## config.mk

```make
export PLATFORM = sky130hd
export DESIGN_NAME = breakout_game_ctrl
export DESIGN_NICKNAME = d
export VERILOG_FILES = /design/src/rtl/breakout_game_ctrl_pkg.sv /design/src/rtl/breakout_game_ctrl_game_frame_timer.sv /design/src/rtl/breakout_game_ctrl.sv
export SDC_FILE = /design/constraint.sdc
export NUM_CORES = 1
export LEC_CHECK = 0
export ABC_AREA = 1
export CORE_ASPECT_RATIO = 1.25
export CORE_MARGIN = 2
export CORE_UTILIZATION = 40
export DETAILED_ROUTE_END_ITERATION = 8
export PLACE_DENSITY = 0.66
export REMOVE_ABC_BUFFERS = 1
export SYNTH_ARGS = -nofsm -noshare
export SYNTH_HDL_FRONTEND = slang
export SYNTH_SLANG_ARGS = --single-unit
```

## constraint.sdc

```tcl
create_clock -name clk -period 2.4 [get_ports clk]
set_clock_uncertainty 0.2 [all_clocks]
set_input_delay 0.24 -clock clk [delete_from_list [all_inputs] [get_ports clk]]
set_output_delay 0.24 -clock clk [all_outputs]
set_load 0.05 [all_outputs]
```

## src/rtl/breakout_game_ctrl_pkg.sv

```systemverilog
// Shared definitions for the breakout game-flow controller: state codes,
// per-row score weight and block bitmap indexing.
package breakout_game_ctrl_pkg;

    typedef enum logic [2:0] {
        ST_IDLE      = 3'd0,
        ST_SERVE     = 3'd1,
        ST_PLAY      = 3'd2,
        ST_PAUSE     = 3'd3,
        ST_LOST      = 3'd4,
        ST_CLEAR     = 3'd5,
        ST_GAME_OVER = 3'd6,
        ST_WIN       = 3'd7
    } state_t;

    // Top rows are harder to reach, so they score more.
    function automatic int score_weight(input int n_rows, input int row);
        return n_rows - row;
    endfunction

    function automatic int blk_idx(input int row, input int col, input int n_cols);
        return row * n_cols + col;
    endfunction

endpackage

```

## src/rtl/breakout_game_ctrl_game_frame_timer.sv

```systemverilog
// Counts frame pulses while enabled; done fires on the PAUSE_FRAMES-th pulse.
module game_frame_timer
    import breakout_game_ctrl_pkg::*;
#(
    parameter int PAUSE_FRAMES = 60
) (
    input  logic clk,
    input  logic reset_n,
    input  logic clear,
    input  logic enable,
    input  logic frame_pulse,
    output logic done
);

    localparam int CNT_W = $clog2(PAUSE_FRAMES + 1);

    logic [CNT_W-1:0] cnt;

    always_ff @(posedge clk) begin
        if (!reset_n || clear) begin
            cnt <= '0;
        end else if (enable && frame_pulse) begin
            cnt <= cnt + CNT_W'(1);
        end
    end

    assign done = enable && frame_pulse && (cnt == CNT_W'(PAUSE_FRAMES - 1));

endmodule

```

## src/rtl/breakout_game_ctrl.sv

```systemverilog
// Game-flow controller for breakout: pixel clock enable, block bitmap,
// lives, levels, score and serve/play/lose/win sequencing.
module breakout_game_ctrl
    import breakout_game_ctrl_pkg::*;
#(
    parameter int N_ROWS       = 3,
    parameter int N_COLS       = 8,
    parameter int LIVES        = 3,
    parameter int N_LEVELS     = 4,
    parameter int SCORE_W      = 12,
    parameter int PAUSE_FRAMES = 60,
    parameter int PXL_DIV      = 2
) (
    input  logic                       clk,
    input  logic                       reset_n,
    input  logic                       start,
    input  logic                       frame_pulse,
    input  logic                       hit_valid,
    input  logic [2:0]                 hit_row,
    input  logic [3:0]                 hit_col,
    input  logic                       ball_lost,
    output logic                       pxl_ce,
    output logic [N_ROWS*N_COLS-1:0]   block_status,
    output logic                       ball_hold,
    output logic [1:0]                 speed,
    output logic [2:0]                 lives,
    output logic [2:0]                 level,
    output logic [SCORE_W-1:0]         score,
    output logic [2:0]                 state,
    output logic                       win,
    output logic                       lose
);

    localparam int N_BLK = N_ROWS * N_COLS;
    localparam int IDX_W = (N_BLK > 1) ? $clog2(N_BLK) : 1;
    localparam int DIV_W = (PXL_DIV > 1) ? $clog2(PXL_DIV) : 1;

    state_t             state_q, state_next;
    logic [DIV_W-1:0]   div_cnt, div_next;
    logic [N_BLK-1:0]   hit_mask, blocks_next;
    logic               hit_in_range, hit_ok;
    logic [SCORE_W:0]   score_sum;
    logic [SCORE_W-1:0] score_next;
    logic [2:0]         lives_next, level_next;
    logic               timer_clear, timer_en, timer_done;

    game_frame_timer #(
        .PAUSE_FRAMES (PAUSE_FRAMES)
    ) u_frame_timer (
        .clk         (clk),
        .reset_n     (reset_n),
        .clear       (timer_clear),
        .enable      (timer_en),
        .frame_pulse (frame_pulse),
        .done        (timer_done)
    );

    assign timer_en = (state_q == ST_LOST) || (state_q == ST_CLEAR);
    assign div_next = (div_cnt == DIV_W'(PXL_DIV - 1)) ? '0 : div_cnt + DIV_W'(1);

    always_comb begin
        hit_mask     = '0;
        hit_in_range = (int'(hit_row) < N_ROWS) && (int'(hit_col) < N_COLS);
        if (hit_in_range) begin
            hit_mask[IDX_W'(blk_idx(int'(hit_row), int'(hit_col), N_COLS))] = 1'b1;
        end
    end

    // Out-of-range rows can give a meaningless weight, but hit_ok masks them.
    assign hit_ok    = hit_valid && (|(block_status & hit_mask));
    assign score_sum = {1'b0, score} + (SCORE_W+1)'(score_weight(N_ROWS, int'(hit_row)));

    always_comb begin
        state_next  = state_q;
        blocks_next = block_status;
        lives_next  = lives;
        level_next  = level;
        score_next  = score;
        timer_clear = 1'b0;
        case (state_q)
            ST_IDLE: if (start) state_next = ST_SERVE;
            ST_SERVE: if (start) state_next = ST_PLAY;
            ST_PLAY: begin
                if (hit_ok) begin
                    blocks_next = block_status & ~hit_mask;
                    score_next  = score_sum[SCORE_W] ? '1 : score_sum[SCORE_W-1:0];
                end
                // Clearing the last block beats a simultaneous ball loss.
                if (hit_ok && (blocks_next == '0)) begin
                    state_next  = ST_CLEAR;
                    timer_clear = 1'b1;
                end else if (ball_lost) begin
                    state_next  = ST_LOST;
                    lives_next  = lives - 3'd1;
                    timer_clear = 1'b1;
                end else if (start) begin
                    state_next = ST_PAUSE;
                end
            end
            ST_PAUSE: if (start) state_next = ST_PLAY;
            ST_LOST: begin
                if (timer_done) state_next = (lives != 3'd0) ? ST_SERVE : ST_GAME_OVER;
            end
            ST_CLEAR: begin
                if (timer_done) begin
                    if (int'(level) == N_LEVELS - 1) begin
                        state_next = ST_WIN;
                    end else begin
                        level_next  = level + 3'd1;
                        blocks_next = '1;
                        state_next  = ST_SERVE;
                    end
                end
            end
            ST_GAME_OVER, ST_WIN: begin
                if (start) begin
                    state_next  = ST_SERVE;
                    lives_next  = 3'(LIVES);
                    level_next  = 3'd0;
                    score_next  = '0;
                    blocks_next = '1;
                end
            end
            default: state_next = ST_IDLE;
        endcase
    end

    always_ff @(posedge clk) begin
        if (!reset_n) begin
            state_q      <= ST_IDLE;
            div_cnt      <= '0;
            pxl_ce       <= 1'b0;
            block_status <= '1;
            ball_hold    <= 1'b1;
            lives        <= 3'(LIVES);
            level        <= 3'd0;
            score        <= '0;
            win          <= 1'b0;
            lose         <= 1'b0;
        end else begin
            state_q      <= state_next;
            div_cnt      <= div_next;
            pxl_ce       <= (div_next == DIV_W'(PXL_DIV - 1));
            block_status <= blocks_next;
            ball_hold    <= (state_next != ST_PLAY);
            lives        <= lives_next;
            level        <= level_next;
            score        <= score_next;
            win          <= (state_next == ST_WIN);
            lose         <= (state_next == ST_GAME_OVER);
        end
    end

    assign state = state_q;
    assign speed = (level >= 3'd3) ? 2'd3 : level[1:0];

endmodule

```

==> results.cfg <==
[clock_network]
clkTransAtPathRegs_ps = 100
holdBufCountCts = 0
cts_made_buffers = 5
worstSkewPairLatency_ps = 330
tritoncts = built
h-tree-depth = 2
clockBufferDepth = 2
clockRootBuffer = clkbuf_8
clkSinkCount = 55

[global_route]
grtUsageTotal = 0.210
grt_pass1_wl_um = 16000
grt_start_max_net_pins = 17
antenna_found_initial = 0
overflow = 0
first_global_vias = 3638

[job]
max_cap_viol_count = 0

[critical_path]
crit_chain = ha_4, fa_2, a21oi_2, o21bai_1, nand2_1, nand3_2, nand2_1, nand3b_1, a21o_1, a21oi_2, nand2_1, nand2_2, inv_2, buf_6, o21ai_1, a21oi_1
path_common_cell = nand2_1
cp_top_family = compound AO/OA/AOI/OAI gates
worst-setup-path-type = flip-flop to flip-flop
cpMaxStageDelayCell = dfxtp_2
worstPathArrival_ps = 2560
worstPathRequired_ps = 2420
crit_buf_inv = 2
endpoint_kind = flip-flop
critPathMaxStageDelay_ps = 350
startpoint_type = flip-flop
crit_fanout = 5

[drt]
routed-wl-met2_um = 5050
drcViolationCount = 0
highest_layer = met4
num_vias = 3744
antenna_left = 0
first_iter_violations = 186
wl_per_cell_um = 13.3
wl_um = 9800
wl_met1_um = 4120
dr_wl_met3_um = 424
vias_per_cell = 5.07
dr.pass1.iters = 5

[timing]
hold_viol = 0
setup_viol = 14
max-slew-margin-rel = 0.655
slew_violations = 0
worst_pin_slew_ps = 516
max_freq_ghz = 0.393
fin_ws_ps = -142
fin_crit_ps = 2540
fin_crit_sh = 1.06
rsz0062_at_grt = yes

[synth]
synth_compound_area_frac = 0.130
synth_cell_types = 39
synthMuxAreaShare = 0
yosysWarnings = 0
synth_edf_count = 0
synth_xor_xnor_area_share = 0.0379
synth-seq-cells = 55
ys_seq_area_frac = 0.318
synth_top_family_by_area = simple AND/OR/NAND/NOR gates
synth_area_um2 = 3470
synthAdderAreaFrac = 0.0707
synthSimpleGateAreaFrac = 0.356
synthCells = 501
syn_avg_cell_area_um2 = 6.92
synth-main-ff-cell = dfxtp_1
async_flop_share = 0

[finish]
diodes = 0
drive_above_1_share = 0.275
layout.nets = 670
multi_input_area_um2 = 2380
utilization = 0.601
fillers = 779
stdcell_area_um2 = 5150
seqCellArea_um2 = 1100
final_common_cell = nand2_1
area_growth_pct = 48.4
final_cell_mix = nand2_1, buf_4, clkdlybuf4s50_1, inv_1, dfxtp_1

[floorplanning]
io_pins = 64
die_w_um = 87.3
coreArea_um2 = 8560
die_h_um = 108
rows = 38
start_util = 0.405
die-area_um2 = 9430

[worst_hold_path]
hold_class = flip-flop to flip-flop

[placement]
gp_congestion = 0.951
place_ws_ps = -831
dp_hpwl_um = 7100
post_dp_cell_area_um2 = 4700
io_buffers = 63

[power]
finalPower_mw = 1.92
p_leak_nw = 2.32
power_density_nw_per_um2 = 374
peakVddDrop_v = 0.000357

[outcome]
violations = negative setup slack
status = finished with violations
## registers in the layout, indices dropped and copies added (netlist names)
register and count:
lives 3, state 3, level 3, u_frame_timer.cnt 6, div_cnt 1, lose 1
win 1, score 12, block_status 24, ball_hold 1
## metrics by stage
| step | instances | hold slack, ps | TNS [ps] |
|---|---|---|---|
| floorplan | 491 | 124 | -9050 |
| global placement | 722 | 207 | -22490 |
| detailed placement | 722 | 211 | -23900 |
| CTS | 734 | 225 | -1650 |
| global route | 739 | 242 | -4740 |
| finish | 739 | 219 | -1450 |
## Yosys cell counts, types with 2 or more instances
cell      number  share of area
a21o_1         2         0.0043
a21oi_1       45          0.065
buf_4          3         0.0065
clkbuf_1       4         0.0043
clkinv_1       2         0.0022
dfxtp_1       55           0.32
ha_1          18          0.065
inv_1         57          0.062
inv_2          4         0.0043
nand2_1      108           0.12
nand2_2       11          0.020
nand3_1       46          0.066
nand3_2        9          0.026
nand3b_2       3         0.0097
nand4_1        4         0.0072
nor2_1        52          0.056
nor2_2         8          0.014
nor2_4         6          0.019
nor3_1         5         0.0072
nor4_1         2         0.0036
o211ai_1       9          0.019
o21ai_0       15          0.022
o21ai_1        2         0.0029
o21bai_1       3         0.0065
xnor2_1        4          0.010
xor2_1        11          0.028
## final cells by class
type                            instances  share of cell area
Multi-Input combinational cell        375               0.462
Timing Repair Buffer                  138               0.238
Sequential cell                        55               0.214
Inverter                               63              0.0460
Tap cell                              100              0.0243
Clock buffer                            7              0.0148
Clock inverter                          1            0.000973
## power by group
group	switching [mW]	internal (mW)
Clock	0.326	0.206
Sequential	0.0118	0.926
Combinational	0.279	0.174
Total	0.617	1.31
## timing repair
action | in CTS | in global routing
cloned | 2 | 0
resized for setup | 61 | 36
setup endpoints to repair | 27 | 39
pin swaps | 12 | 11
buffers inserted | 2 | 5
## layer usage
metal	up-vias	global-route usage
met2	86	0.369
met4	0	0.0780
met5	-	0
li1	1912	-
met1	1728	0.250
met3	18	0.0405
## worst paths after layout
kind                         startpoint               endpoint  slack [ps]  cells after the start
hold / removal       div_cnt$_SDFF_PP0_     div_cnt$_SDFF_PP0_         220                      1
setup / recovery  score[0]$_SDFFE_PN0P_  score[7]$_SDFFE_PN0P_        -140                     16
setup reg to reg  score[0]$_SDFFE_PN0P_  score[7]$_SDFFE_PN0P_        -140                     16
hold reg to reg      div_cnt$_SDFF_PP0_     div_cnt$_SDFF_PP0_         220                      1
## cell families (layout without fill, tap and decap cells)
family,Yosys count,count (layout)
and+or+nand+nor,258,260
AOI/OAI and AO/OA,81,81
buffers and inverters,73,209
DFF,55,55
adders and majority gates,19,19
xor gates and xnor gates,15,15
No activity file was read; power rests on OpenSTA's default activity.
